--- src/rtl/multicycle_control.sv ---
// Multi-cycle RV32I control sequencer: FETCH/DECODE/EXEC/MEM/WB state machine driving datapath selects.
// Optional performance counters: define MC_PERF_COUNTERS_EN.
module multicycle_control (
  input  logic        clk,
  input  logic        rst_n,
  input  logic [31:0] instr,
  input  logic        mem_ready,
  input  logic        alu_zero,
  input  logic        alu_lt,
  input  logic        alu_ltu,
  output logic        pc_we,
  output logic        pc_sel,
  output logic        ir_we,
  output logic        mem_req,
  output logic        mem_we,
  output logic        mem_addr_sel,
  output logic        reg_we,
  output logic [1:0]  wb_sel,
  output logic        alu_src_a,
  output logic [1:0]  alu_src_b,
  output logic [3:0]  alu_op,
  output logic        illegal,
  output logic [3:0]  state
`ifdef MC_PERF_COUNTERS_EN
  ,
  output logic [31:0] cycle_cnt,
  output logic [31:0] instret_cnt
`endif
);

  typedef enum logic [3:0] {
    S_FETCH    = 4'd0,
    S_DECODE   = 4'd1,
    S_EXEC     = 4'd2,
    S_MEM_ADDR = 4'd3,
    S_MEM_RD   = 4'd4,
    S_MEM_WR   = 4'd5,
    S_LOAD_WB  = 4'd6,
    S_WB       = 4'd7,
    S_BRANCH   = 4'd8,
    S_LUI_WB   = 4'd9,
    S_ILLEGAL  = 4'd15
  } state_t;

  localparam logic [6:0] OP_REG    = 7'b0110011;
  localparam logic [6:0] OP_IMM    = 7'b0010011;
  localparam logic [6:0] OP_LOAD   = 7'b0000011;
  localparam logic [6:0] OP_STORE  = 7'b0100011;
  localparam logic [6:0] OP_BRANCH = 7'b1100011;
  localparam logic [6:0] OP_LUI    = 7'b0110111;

  state_t      cur, nxt;
  logic        run;
  logic        taken;
  logic        mod;
  logic [6:0]  opcode;
  logic [2:0]  funct3;
  logic        unused_bits;

  assign opcode      = instr[6:0];
  assign funct3      = instr[14:12];
  assign unused_bits = ^{instr[31], instr[29:15], instr[11:7]};

  // run holds off the first fetch request until one clock edge after reset release
  always_ff @(posedge clk or negedge rst_n) begin
    if (!rst_n) begin
      cur <= S_FETCH;
      run <= 1'b0;
    end else begin
      cur <= nxt;
      run <= 1'b1;
    end
  end

  always_comb begin
    taken = 1'b0;
    case (funct3)
      3'b000:  taken = alu_zero;
      3'b001:  taken = !alu_zero;
      3'b100:  taken = alu_lt;
      3'b101:  taken = !alu_lt;
      3'b110:  taken = alu_ltu;
      3'b111:  taken = !alu_ltu;
      default: taken = 1'b0;
    endcase
  end

  // SUB/SRA only for R-type; shift-right-immediate alone carries instr[30] for I-arith
  assign mod = (opcode == OP_REG) ? instr[30] : ((funct3 == 3'b101) ? instr[30] : 1'b0);

  always_comb begin
    nxt          = cur;
    pc_we        = 1'b0;
    pc_sel       = 1'b0;
    ir_we        = 1'b0;
    mem_req      = 1'b0;
    mem_we       = 1'b0;
    mem_addr_sel = 1'b0;
    reg_we       = 1'b0;
    wb_sel       = 2'b00;
    alu_src_a    = 1'b0;
    alu_src_b    = 2'b00;
    alu_op       = 4'b0000;
    case (cur)
      S_FETCH: begin
        mem_req   = run;
        alu_src_a = 1'b1;
        alu_src_b = 2'b10;
        if (run && mem_ready) begin
          ir_we = 1'b1;
          pc_we = 1'b1;
          nxt   = S_DECODE;
        end
      end
      S_DECODE: begin
        case (opcode)
          OP_REG, OP_IMM:    nxt = S_EXEC;
          OP_LOAD, OP_STORE: nxt = S_MEM_ADDR;
          OP_BRANCH:         nxt = S_BRANCH;
          OP_LUI:            nxt = S_LUI_WB;
          default:           nxt = S_ILLEGAL;
        endcase
      end
      S_EXEC: begin
        alu_src_b = (opcode == OP_IMM) ? 2'b01 : 2'b00;
        alu_op    = {mod, funct3};
        nxt       = S_WB;
      end
      S_MEM_ADDR: begin
        alu_src_b = 2'b01;
        nxt       = (opcode == OP_STORE) ? S_MEM_WR : S_MEM_RD;
      end
      S_MEM_RD: begin
        mem_req      = 1'b1;
        mem_addr_sel = 1'b1;
        if (mem_ready) nxt = S_LOAD_WB;
      end
      S_MEM_WR: begin
        mem_req      = 1'b1;
        mem_we       = 1'b1;
        mem_addr_sel = 1'b1;
        if (mem_ready) nxt = S_FETCH;
      end
      S_LOAD_WB: begin
        reg_we = 1'b1;
        wb_sel = 2'b01;
        nxt    = S_FETCH;
      end
      S_WB: begin
        reg_we = 1'b1;
        nxt    = S_FETCH;
      end
      S_LUI_WB: begin
        reg_we = 1'b1;
        wb_sel = 2'b10;
        nxt    = S_FETCH;
      end
      S_BRANCH: begin
        alu_op = 4'b1000;
        if (funct3[2:1] == 2'b01) begin
          nxt = S_ILLEGAL;
        end else begin
          pc_we  = taken;
          pc_sel = taken;
          nxt    = S_FETCH;
        end
      end
      S_ILLEGAL: nxt = S_ILLEGAL;
      default:   nxt = S_ILLEGAL;
    endcase
  end

  // ILLEGAL is left only through reset, so the state itself is the sticky flag
  assign illegal = (cur == S_ILLEGAL);
  assign state   = cur;

`ifdef MC_PERF_COUNTERS_EN
  always_ff @(posedge clk or negedge rst_n) begin
    if (!rst_n) begin
      cycle_cnt   <= 32'd0;
      instret_cnt <= 32'd0;
    end else begin
      if (cur != S_ILLEGAL) cycle_cnt <= cycle_cnt + 32'd1;
      if (cur != S_FETCH && nxt == S_FETCH) instret_cnt <= instret_cnt + 32'd1;
    end
  end
`endif

endmodule
--- config.mk ---
export PLATFORM = sky130hd
export DESIGN_NAME = multicycle_control
export DESIGN_NICKNAME = d
export VERILOG_FILES = /design/src/rtl/multicycle_control.sv
export SDC_FILE = /design/constraint.sdc
export NUM_CORES = 1
export LEC_CHECK = 0
export CELL_PAD_IN_SITES_DETAIL_PLACEMENT = 0
export CELL_PAD_IN_SITES_GLOBAL_PLACEMENT = 1
export CORE_ASPECT_RATIO = 0.9
export CORE_UTILIZATION = 19
export DETAILED_ROUTE_END_ITERATION = 16
export HOLD_SLACK_MARGIN = 0.1
export PLACE_DENSITY = 0.85
export SLEW_MARGIN = 20
export SYNTH_ARGS = -nofsm -noshare
export SYNTH_HDL_FRONTEND = slang
export SYNTH_SLANG_ARGS = --single-unit
--- constraint.sdc ---
create_clock -name clk -period 1.7 [get_ports clk]
set_input_delay 0.34 -clock clk [delete_from_list [all_inputs] [get_ports clk]]
set_output_delay 0.34 -clock clk [all_outputs]
set_load 0.03 [all_outputs]
==> run_results.csv <==
group,metric,value,unit
routing,wl_per_cell,13.4,µm
timing,skew,4.11,ps
timing,hold_viol,0,
power_and_ir_drop,ir_drop,0.000646,V
routing,viasPerCell,4.61,
global_route,grtUsageTotal,12.7,%
clock_network,htree_num_levels,1,
setup_path,worst_setup_path_end_kind,"flip-flop",
floorplanning,dieArea,3610,µm²
finish,mostFrequentLayoutCells,"buf_4, buf_6, dlygate4sd2_1",
timing,rsz0062_at_grt,"yes",
timing,tns,-548,ps
routing,wl,2600,µm
routing,postRouteAntennaNets,0,
placement,portBuffers,37,
flow_run,drv_cap,0,
clock_network,numCtsBuffers,3,
routing,drtPass1Iterations,3,
clock_network,root_buffer,"clkbuf_8",
timing,fin_crit,1780,ps
setup_path,cp_slowest_cell,"dfrtp_2",
finish,layout.nets,190,
synth,ys_top_cells_by_area,"dfrtp_1, nor2_1, nand2b_1",
setup_path,regToRegStartpoint,"state[1]",
setup_path,cp.required,1820,ps
routing,drt_iter0_drc,9,
timing,drv_slew,0,
placement,gp_congestion,0.766,
synth,synth_mux_area_share,1.56,%
setup_path,arrival,1910,ps
timing,max_freq,0.560,GHz
synth,async_flop_share,100,%
floorplanning,ios,59,
worst_hold_path,holdCritPathClass,"in2async",
finish,antenna_cells,0,
synth,synth_compound_area_share,26.6,%
synth,yosysTopAreaCell,"dfrtp_1",
setup_path,cp_top_family,"compound AO/OA/AOI/OAI gates",
finish,drive_gt1_share,62.3,%
power_and_ir_drop,power-per-cell-area,1660,nW/µm²
setup_path,r2r_end,"state[0]",
setup_path,reg2reg_depth,8,
routing,drcViolationCount,0,
global_route,grt_pass1_wl,3750,µm
placement,dpl.hpwl,1700,µm
placement,dp.cells,178,
setup_path,cp_num_buf_inv,4,
finish,syn_to_final_growth,139,%
clock_network,clk_pin_slew_worst_paths,40,ps
power_and_ir_drop,finalPower,2.55,mW
finish,instances_no_fill,193,
synth,synth_cells,87,
synth,synth_top_family_by_area,"simple AND/OR/NAND/NOR gates",
global_route,grt_pass1_vias,861,
power_and_ir_drop,p_leak,0.658,nW
setup_path,cp_slowest_stage_delay,480,ps
routing,dr_total_vias,890,
status,status,"finished, violations left",
timing,final.setup.worst_slack,-84.6,ps
clock_network,cts_sinks,5,
floorplanning,core_area,3140,µm²
finish,final_common_cell,"buf_4",
synth,syn_area,641,µm²
status,violations,"setup timing",
clock_network,clkLatencyLatePin,220,ps
setup_path,crit_fanout,6,
global_route,grt_overflow_total,0,
synth,yosysUniqueCellTypes,36,
setup_path,cp_common_cell,"buf_4",
setup_path,critPathLaunchType,"flip-flop",
global_route,grt_max_degree,11,
floorplanning,die_w,63.2,µm
setup_path,path_class,"reg2reg",
floorplanning,initial_core_util,20.4,%
finish,fillers,299,
global_route,antenna_found_initial,0,
synth,ys_ff_latch,5,
clock_network,cts_max_path_buffers,2,
synth,synth_xor_xnor_area_share,2.73,%
synth,synth_enable_flop_cells,0,
synth,synth_nets,125,
floorplanning,die_h,57.1,µm
floorplanning,num_rows,19,
clock_network,cts_tree,"built",
timing,finalCritPeriodShare,105,%
setup_path,ff2ff_setup_slack,-80,ps
synth,synth_flop_cell,"dfrtp_1",
synth,ys.warnings.count,0,
timing,setup-violations-final,9,
setup_path,crit_path_cell_trace,"buf_4 -> buf_6 -> buf_4 -> buf_4 -> nor2_1 -> o211a_1 -> a31oi_1 -> a32oi_1",
synth,synthDominantCellAreaShare,19.5,%
synth,yosys.area_share.adder,0,%
synth,syn_area_per_cell,7.36,µm²
synth,seq_area_frac_synth,19.5,%
synth,synth_simple_gate_area_share,41.6,%
synth_stat cells, drive strengths merged (3+ instances only):
master / count
nor3: 3
nand2: 7
a21oi: 4
nand2b: 5
dfrtp: 5
a31oi: 4
buf: 4
nor2: 12
and2: 3
o21ai: 4
inv: 3
nor2b: 5
per-stage QoR:
step / utilization (%) / hold WS (ps) / instance area, µm² / setup slack, ps
5_1_grt: 48.8 / 356 / 1530 / -149
2_1_floorplan: - / 44.4 / 751 / -241
3_5_place_dp: 39.0 / 553 / 1220 / -485
3_3_place_gp: 39.0 / 558 / 1220 / -446
6_report: 48.8 / 343 / 1530 / -84.6
4_1_cts: 45.1 / 346 / 1410 / -61.9
metal layers:
layer	global-route usage [%]	routed length, µm
met5	0	0
met4	2.92	14
met3	0.800	60
met2	25.8	1450
met1	14.5	1070
kinds of logic after synthesis:
family | count (synthesis)
AND/OR/NAND/NOR | 47
AO/OA/AOI/OAI | 22
buffers and inverters | 9
flip-flops | 5
XOR/XNOR | 2
multiplexers | 1
other | 1
registers in the layout (all words and copies together) (netlist names):
signal / count
state: 4
run: 1
worst reg2reg max path, stage by stage, from the launching register on:
cell     delay, ps
dfrtp_2        480
buf_4          170
buf_6          100
buf_4          130
buf_4          130
nor2_1         120
o211a_1        220
a31oi_1         90
a32oi_1        240
final cells by class:
cell class                 instances  area [µm²]  area share [%]
timing repair buffer              66         612            40.0
inverter                           3        11.3           0.735
sequential                         5         130            8.50
clock buffer                       4        45.0            2.94
multi-input combinational         73         681            44.4
tap                               42        52.6            3.43
how the worst max path moves through the flow:
| stage | start | end | slack, ps | cells after the start |
|---|---|---|---|---|
| after detailed placement | instr[6] | alu_op[3] | -490 | 6 |
| after CTS | state[3] | pc_we | -60 | 4 |
| after global placement | instr[6] | alu_op[3] | -450 | 6 |
| final | state[1] | state[0] | -80 | 8 |
| after global routing | state[1] | state[0] | -150 | 8 |
| after floorplan | state[0] | pc_we | -240 | 3 |
repair_timing:
item / in CTS / in global routing
buffers inserted: 9 / 2
pin swaps: 13 / 7
hold buffers: 0 / 0
cloned: 0 / 1
resized for setup: 55 / 25
setup endpoints to repair: 16 / 11
report_power, final:
| group | switching [mW] | internal (mW) |
|---|---|---|
| logic | 1.04 | 0.980 |
| registers | 0.119 | 0.182 |
| clock network | 0.0596 | 0.161 |
Note: power is estimated with default switching activity, not from simulation.
